`config.mk`:
```
export PLATFORM = sky130hd
export DESIGN_NAME = cam_pattern_tx
export DESIGN_NICKNAME = d
export VERILOG_FILES = /design/src/rtl/cam_pattern_tx.sv
export SDC_FILE = /design/constraint.sdc
export NUM_CORES = 1
export LEC_CHECK = 0
export ABC_AREA = 0
export BUFFER_PORTS_ARGS = -buffer_cell sky130_fd_sc_hd__buf_4
export CORE_ASPECT_RATIO = 1.4
export CORE_MARGIN = 3
export CORE_UTILIZATION = 30
export DETAILED_ROUTE_END_ITERATION = 12
export PLACE_DENSITY = 0.58
export SETUP_SLACK_MARGIN = 0.5
export SYNTH_ARGS = -nofsm -noshare
export SYNTH_HDL_FRONTEND = slang
export SYNTH_SLANG_ARGS = --single-unit
```
`constraint.sdc`:
```
create_clock -name clk -period 3.85 [get_ports clk]
set_clock_uncertainty 0.1 [all_clocks]
set_input_delay 0.385 -clock clk [delete_from_list [all_inputs] [get_ports clk]]
set_output_delay 0.385 -clock clk [all_outputs]
set_load 0.01 [all_outputs]
```
`src/rtl/cam_pattern_tx.sv`:
```
// Synthetic OV7670-style DVP camera: emits PCLK/VSYNC/HREF and RGB444 bytes from built-in patterns.
// Latency: PCLK is free-running at clk/2; VSYNC rises on the first PCLK falling edge after enable.
// Backpressure: none -- a free-running source; frames always run to completion once started.
//
// Ports:
//   clk, rst (async, active-low)        sole clock and reset
//   enable                              stream frames continuously while high
//   pattern_sel[1:0], solid_color[11:0] pattern controls, latched at each frame start
//   CAM_pclk, CAM_vsync, CAM_href       DVP timing outputs
//   CAM_px_data[7:0]                    pixel byte, 0 outside HREF
//   frame_done, frame_cnt[15:0]         end-of-frame pulse and completed-frame counter
module cam_pattern_tx #(
    parameter int IMG_W  = 160,
    parameter int IMG_H  = 120,
    parameter int VS_LEN = 8,
    parameter int VBP    = 16,
    parameter int HBLANK = 16,
    parameter int VFP    = 16
) (
    input  logic        clk,
    input  logic        rst,
    input  logic        enable,
    input  logic [1:0]  pattern_sel,
    input  logic [11:0] solid_color,
    output logic        CAM_pclk,
    output logic        CAM_vsync,
    output logic        CAM_href,
    output logic [7:0]  CAM_px_data,
    output logic        frame_done,
    output logic [15:0] frame_cnt
);

    localparam int XW    = (IMG_W > 1) ? $clog2(IMG_W) : 1;
    localparam int YW    = (IMG_H > 1) ? $clog2(IMG_H) : 1;
    localparam int M1    = (VS_LEN > VBP) ? VS_LEN : VBP;
    localparam int M2    = (HBLANK > VFP) ? HBLANK : VFP;
    localparam int CMAX  = (M1 > M2) ? M1 : M2;
    localparam int CW    = $clog2(CMAX + 1);
    localparam int BAR_W = (IMG_W / 8 > 0) ? IMG_W / 8 : 1;

    typedef enum logic [2:0] {
        S_IDLE, S_VSYNC, S_VBP, S_LINE, S_HBLANK, S_VFP
    } state_t;

    state_t          state_q, state_d;
    logic [CW-1:0]   cnt_q, cnt_d;
    logic [XW-1:0]   x_q, x_d;
    logic [YW-1:0]   y_q, y_d;
    logic            phase_q, phase_d;   // 0 = high nibble byte, 1 = low byte
    logic [1:0]      pat_q;
    logic [11:0]     solid_q;
    logic            latch;
    logic            done;
    logic            tick;

    // A tick is the clk edge on which PCLK falls; all timing state moves only then,
    // so every output is stable across the following PCLK rising edge.
    assign tick = CAM_pclk;

    always_ff @(posedge clk or negedge rst) begin
        if (!rst) begin
            CAM_pclk   <= 1'b0;
            state_q    <= S_IDLE;
            cnt_q      <= '0;
            x_q        <= '0;
            y_q        <= '0;
            phase_q    <= 1'b0;
            pat_q      <= 2'd0;
            solid_q    <= 12'h000;
            frame_done <= 1'b0;
            frame_cnt  <= 16'd0;
        end else begin
            CAM_pclk   <= ~CAM_pclk;
            frame_done <= 1'b0;
            if (tick) begin
                state_q <= state_d;
                cnt_q   <= cnt_d;
                x_q     <= x_d;
                y_q     <= y_d;
                phase_q <= phase_d;
                if (latch) begin
                    pat_q   <= pattern_sel;
                    solid_q <= solid_color;
                end
                if (done) begin
                    frame_done <= 1'b1;
                    frame_cnt  <= frame_cnt + 16'd1;
                end
            end
        end
    end

    // Next-state logic, evaluated as if the current edge were a tick.
    always_comb begin
        state_d = state_q;
        cnt_d   = cnt_q;
        x_d     = x_q;
        y_d     = y_q;
        phase_d = phase_q;
        latch   = 1'b0;
        done    = 1'b0;
        case (state_q)
            S_IDLE: begin
                if (enable) begin
                    state_d = S_VSYNC;
                    cnt_d   = '0;
                    latch   = 1'b1;
                end
            end
            S_VSYNC: begin
                if (cnt_q == CW'(VS_LEN - 1)) begin
                    state_d = S_VBP;
                    cnt_d   = '0;
                end else begin
                    cnt_d = cnt_q + 1'b1;
                end
            end
            S_VBP: begin
                if (cnt_q == CW'(VBP - 1)) begin
                    state_d = S_LINE;
                    cnt_d   = '0;
                    x_d     = '0;
                    y_d     = '0;
                    phase_d = 1'b0;
                end else begin
                    cnt_d = cnt_q + 1'b1;
                end
            end
            S_LINE: begin
                phase_d = ~phase_q;
                if (phase_q) begin
                    if (x_q == XW'(IMG_W - 1)) begin
                        state_d = S_HBLANK;
                        cnt_d   = '0;
                    end else begin
                        x_d = x_q + 1'b1;
                    end
                end
            end
            S_HBLANK: begin
                if (cnt_q == CW'(HBLANK - 1)) begin
                    cnt_d = '0;
                    if (y_q == YW'(IMG_H - 1)) begin
                        state_d = S_VFP;
                    end else begin
                        state_d = S_LINE;
                        y_d     = y_q + 1'b1;
                        x_d     = '0;
                        phase_d = 1'b0;
                    end
                end else begin
                    cnt_d = cnt_q + 1'b1;
                end
            end
            S_VFP: begin
                if (cnt_q == CW'(VFP - 1)) begin
                    done  = 1'b1;
                    cnt_d = '0;
                    if (enable) begin
                        state_d = S_VSYNC;
                        latch   = 1'b1;
                    end else begin
                        state_d = S_IDLE;
                    end
                end else begin
                    cnt_d = cnt_q + 1'b1;
                end
            end
            default: state_d = S_IDLE;
        endcase
    end

    // Pixel generation from the current (x,y) and the per-frame latched pattern.
    logic [11:0]   pix;
    logic [XW-1:0] bar_idx;
    logic [2:0]    bar;

    always_comb begin
        bar_idx = x_q / XW'(BAR_W);
        // Pixels past the eighth bar (IMG_W not divisible by 8) stay on the last bar.
        bar     = (bar_idx > XW'(7)) ? 3'd7 : bar_idx[2:0];
        pix     = 12'h000;
        case (pat_q)
            2'd0: pix = solid_q;
            2'd1: begin
                case (bar)
                    3'd0:    pix = 12'hFFF;
                    3'd1:    pix = 12'hFF0;
                    3'd2:    pix = 12'h0FF;
                    3'd3:    pix = 12'h0F0;
                    3'd4:    pix = 12'hF0F;
                    3'd5:    pix = 12'hF00;
                    3'd6:    pix = 12'h00F;
                    default: pix = 12'h000;
                endcase
            end
            2'd2: pix = 12'(32'(x_q) + 32'(y_q) * 32'(IMG_W));
            default: pix = (x_q[3] ^ y_q[3]) ? 12'hFFF : 12'h000;
        endcase
    end

    assign CAM_vsync   = (state_q == S_VSYNC);
    assign CAM_href    = (state_q == S_LINE);
    assign CAM_px_data = (state_q != S_LINE) ? 8'h00 :
                         (phase_q ? pix[7:0] : {4'h0, pix[11:8]});

endmodule

```
==> flow_summary.yaml <==
routing:
  drt_iter0_markers: 167
  detail_route.wl_per_cell_um: 15.26
  antenna_left: 0
  num_vias: 2881
  via_per_inst: 5.117
  wirelength_um: 8593
  drc_errors: 0
  first_pass_iters: 4
final_layout:
  fin_util_pct: 36.78
  multiInputGateArea_um2: 2181
  drive_above_1_share_pct: 22.84
  area_delta_synth_final_pct: 18.99
  regArea_um2: 1408
  diodes: 0
  fillers: 1202
  fin_nets: 451
sta:
  fin_crit_sh_pct: 87.72
  setup_viol: 0
  drv_slew: 0
  final-hold-violation-count: 0
  fin_crit_ns: 3.377
  relSlewSlack_pct: 41.57
  grt_setup_unrepaired: "true"
  finalSetupTns_ns: 0
  max_slew.worst_pin.slew_ns: 0.8764
  timing.fmax_mhz: 296.1
floorplanning:
  io_pins: 45
  start_util_pct: 30.91
  fp.coreArea_um2: 11940
  row_count: 47
  die_h_um: 137.2
  dieArea_um2: 13690
  die_width_um: 99.73
critical_path:
  timing.rr.start: "cnt_q[1]"
  r2r-end: "frame_cnt[13]"
  crit_chain: "ha_4, ha_4, inv_2, fa_1, nor4_2, xnor2_1, or4b_1, a21oi_2, buf_4"
  r2r_cells: 10
  crit_arrival_ns: 2.89
  rrSetupSlack_ns: 1.19
  crit_path_end_kind: "output port"
  timing.critical_path.slowest_stage_cell: "or4b_1"
  cp-start-kind: "register"
  path_max_fanout: 2
  cp.required_ns: 3.37
  critical_path_class: "reg2out"
  max_stage_delay_ns: 0.49
  crit_path_frequent_cell: "ha_4"
pwr:
  p_leak_nw: 2.000
  pwr-share-clk_pct: 46.0
  netSwitchingPower_mw: 0.2296
  p_int_mw: 0.9047
  ir_worst_vdd_uv: 174.0
  p_seq_share_pct: 51.8
  p_per_area_nw_per_um2: 258.4
  pwr-share-comb_pct: 2.2
  switching_share_pct: 20.24
synth:
  seq_area_frac_synth_pct: 37.98
  synth_edf_count: 0
  ys_ff_latch: 56
  postSynthAreaPerCell_um2: 9.919
  yosysMostFrequentCell: "dfrtp_1"
  synthTopCellsByCount: "dfrtp_1 (56), nor2_1 (33), nand2_1 (20), ha_1 (17), xor2_1 (17)"
  syn_area_um2: 3690
  yosys.area.top_type: "dfrtp_1"
  yosys_warnings: 0
  syn_inst: 372
  ys.flop_type: "dfrtp_1"
  synth_top_area_share_pct: 37.98
  synth_cell_types: 65
  synth_area_leaders: "dfrtp_1 (38%), ha_1 (5.8%), xor2_1 (4.0%)"
  syn-num-nets: 408
  ys_async_sr_fraction_pct: 100.0
clock_tree:
  clock_sinks: 56
  htree_levels: 2
  clk_latency_ns: 0.30
  numCtsBuffers: 5
  cts.clk_slew.worst_paths_ns: 0.07
  clk_path_buf_depth: 2
  root_buffer: "clkbuf_16"
  cts_tree: "done"
grt:
  grt_pass1_vias: 2913
  antenna_found_initial: 0
  grt_pass1_wl_um: 14100
  grt.overflow.total: 0
  track_usage_pct: 12.75
  grt_max_degree: 57
outcome:
  outcome: "finished, final reports clean"
place:
  dp.final_hpwl_um: 6056
  port_buffers: 44
  gp_routability_congestion: 0.7908
job:
  drv_cap: 0
worst_hold_path:
  hp-class: "in2async"
## cell type report
type | instances | area share [%]
inverters | 17 | 1.453
clock inverters | 2 | 0.7979
repair buffers | 52 | 8.891
well taps | 147 | 4.189
clock buffers | 6 | 2.935
flip-flops and latches | 56 | 32.06
multi-input cells | 283 | 49.67
## registers in the layout, summed over array words and instances, names as in the netlist
register    flops
frame_done      1
cnt_q           5
phase_q         1
pat_q           2
solid_q        12
frame_cnt      16
x_q             8
state_q         3
CAM_pclk        1
y_q             7
## metal layers
| metal | part of all wire, % | up-vias | wire, um | track usage, % |
|---|---|---|---|---|
| li1 | - | 1419 | - | - |
| met1 | 41 | 1419 | 3565 | 15.09 |
| met2 | 54 | 30 | 4680 | 23.72 |
| met3 | 1.9 | 13 | 163 | 1.469 |
| met4 | 2.1 | 0 | 184 | 4.100 |
| met5 | 0 | - | 0 | 0 |
## timing repair
item                       4_1_cts  5_1_grt
setup endpoints to repair        1        2
hold buffers                     0        0
gates cloned                     0        0
buffers inserted                 6        0
pin swaps                        7        0
gates resized for setup         10        3
## power groups by stage
stage | registers, mW | logic [mW] | clock network (mW)
final | 0.588 | 0.0245 | 0.522
after CTS | 0.587 | 0.0258 | 0.542
after global placement | 0.599 | 0.0251 | 0
after global routing | 0.588 | 0.0283 | 0.561
after detailed placement | 0.599 | 0.0257 | 0
after floorplan | 0.599 | 0.000462 | 0
## critical path, delay by kind of cell (launching register included)
| kind | cells | cell delay, ns |
|---|---|---|
| AOI/OAI and AO/OA | 1 | 0.17 |
| xor gates and xnor gates | 1 | 0.11 |
| adders and majority gates | 3 | 0.90 |
| buffers and inverters | 2 | 0.17 |
| DFF | 1 | 0.44 |
| and+or+nand+nor | 2 | 0.81 |
## how the worst max path moves through the flow
stage / slack, ns / from / depth (start not counted) / to
finish: 0.47 / y_q[3] / 9 / CAM_px_data[3]
global route: 0.36 / y_q[3] / 9 / CAM_px_data[3]
CTS: 0.48 / y_q[3] / 9 / CAM_px_data[3]
detailed placement: 0.50 / y_q[1] / 9 / CAM_px_data[3]
global placement: 0.53 / y_q[1] / 9 / CAM_px_data[3]
floorplan: 0.74 / y_q[1] / 8 / CAM_px_data[3]
## cell usage in the layout, fill, tap and decap left out, types with 9 or more instances in the layout
cell,synthesis,routed
xnor2_1,16,16
mux2_1,13,13
buf_4,2,52
ha_1,17,15
nand2_1,20,20
a21oi_1,16,15
nand3_1,16,16
inv_1,16,15
o21ai_1,9,9
xor2_1,17,17
o21ai_0,12,12
nor2_1,33,33
dfrtp_1,56,51
## kinds of logic after synthesis
logic type	Yosys count	share of synthesized area (%)
simple gates	126	19.09
xor+xnor	34	8.579
buf+inv	33	4.137
fa+ha+maj	19	6.850
compound gates	87	18.24
mux	17	5.120
flops	56	37.98
## through the flow
step	instance area, um2	setup WS, ns	power [mW]	std cells	hold slack, ns
3_5_place_dp	4130	0.4978	0.6251	549	0.3595
2_1_floorplan	3690	0.7438	0.6000	372	-0.01059
4_1_cts	4379	0.4829	1.156	563	0.08037
3_3_place_gp	4130	0.5341	0.6245	549	0.3584
5_1_grt	4390	0.3637	1.177	563	0.1160
6_report	4390	0.4728	1.134	563	0.04882
Power figures use the tool's default switching activity.
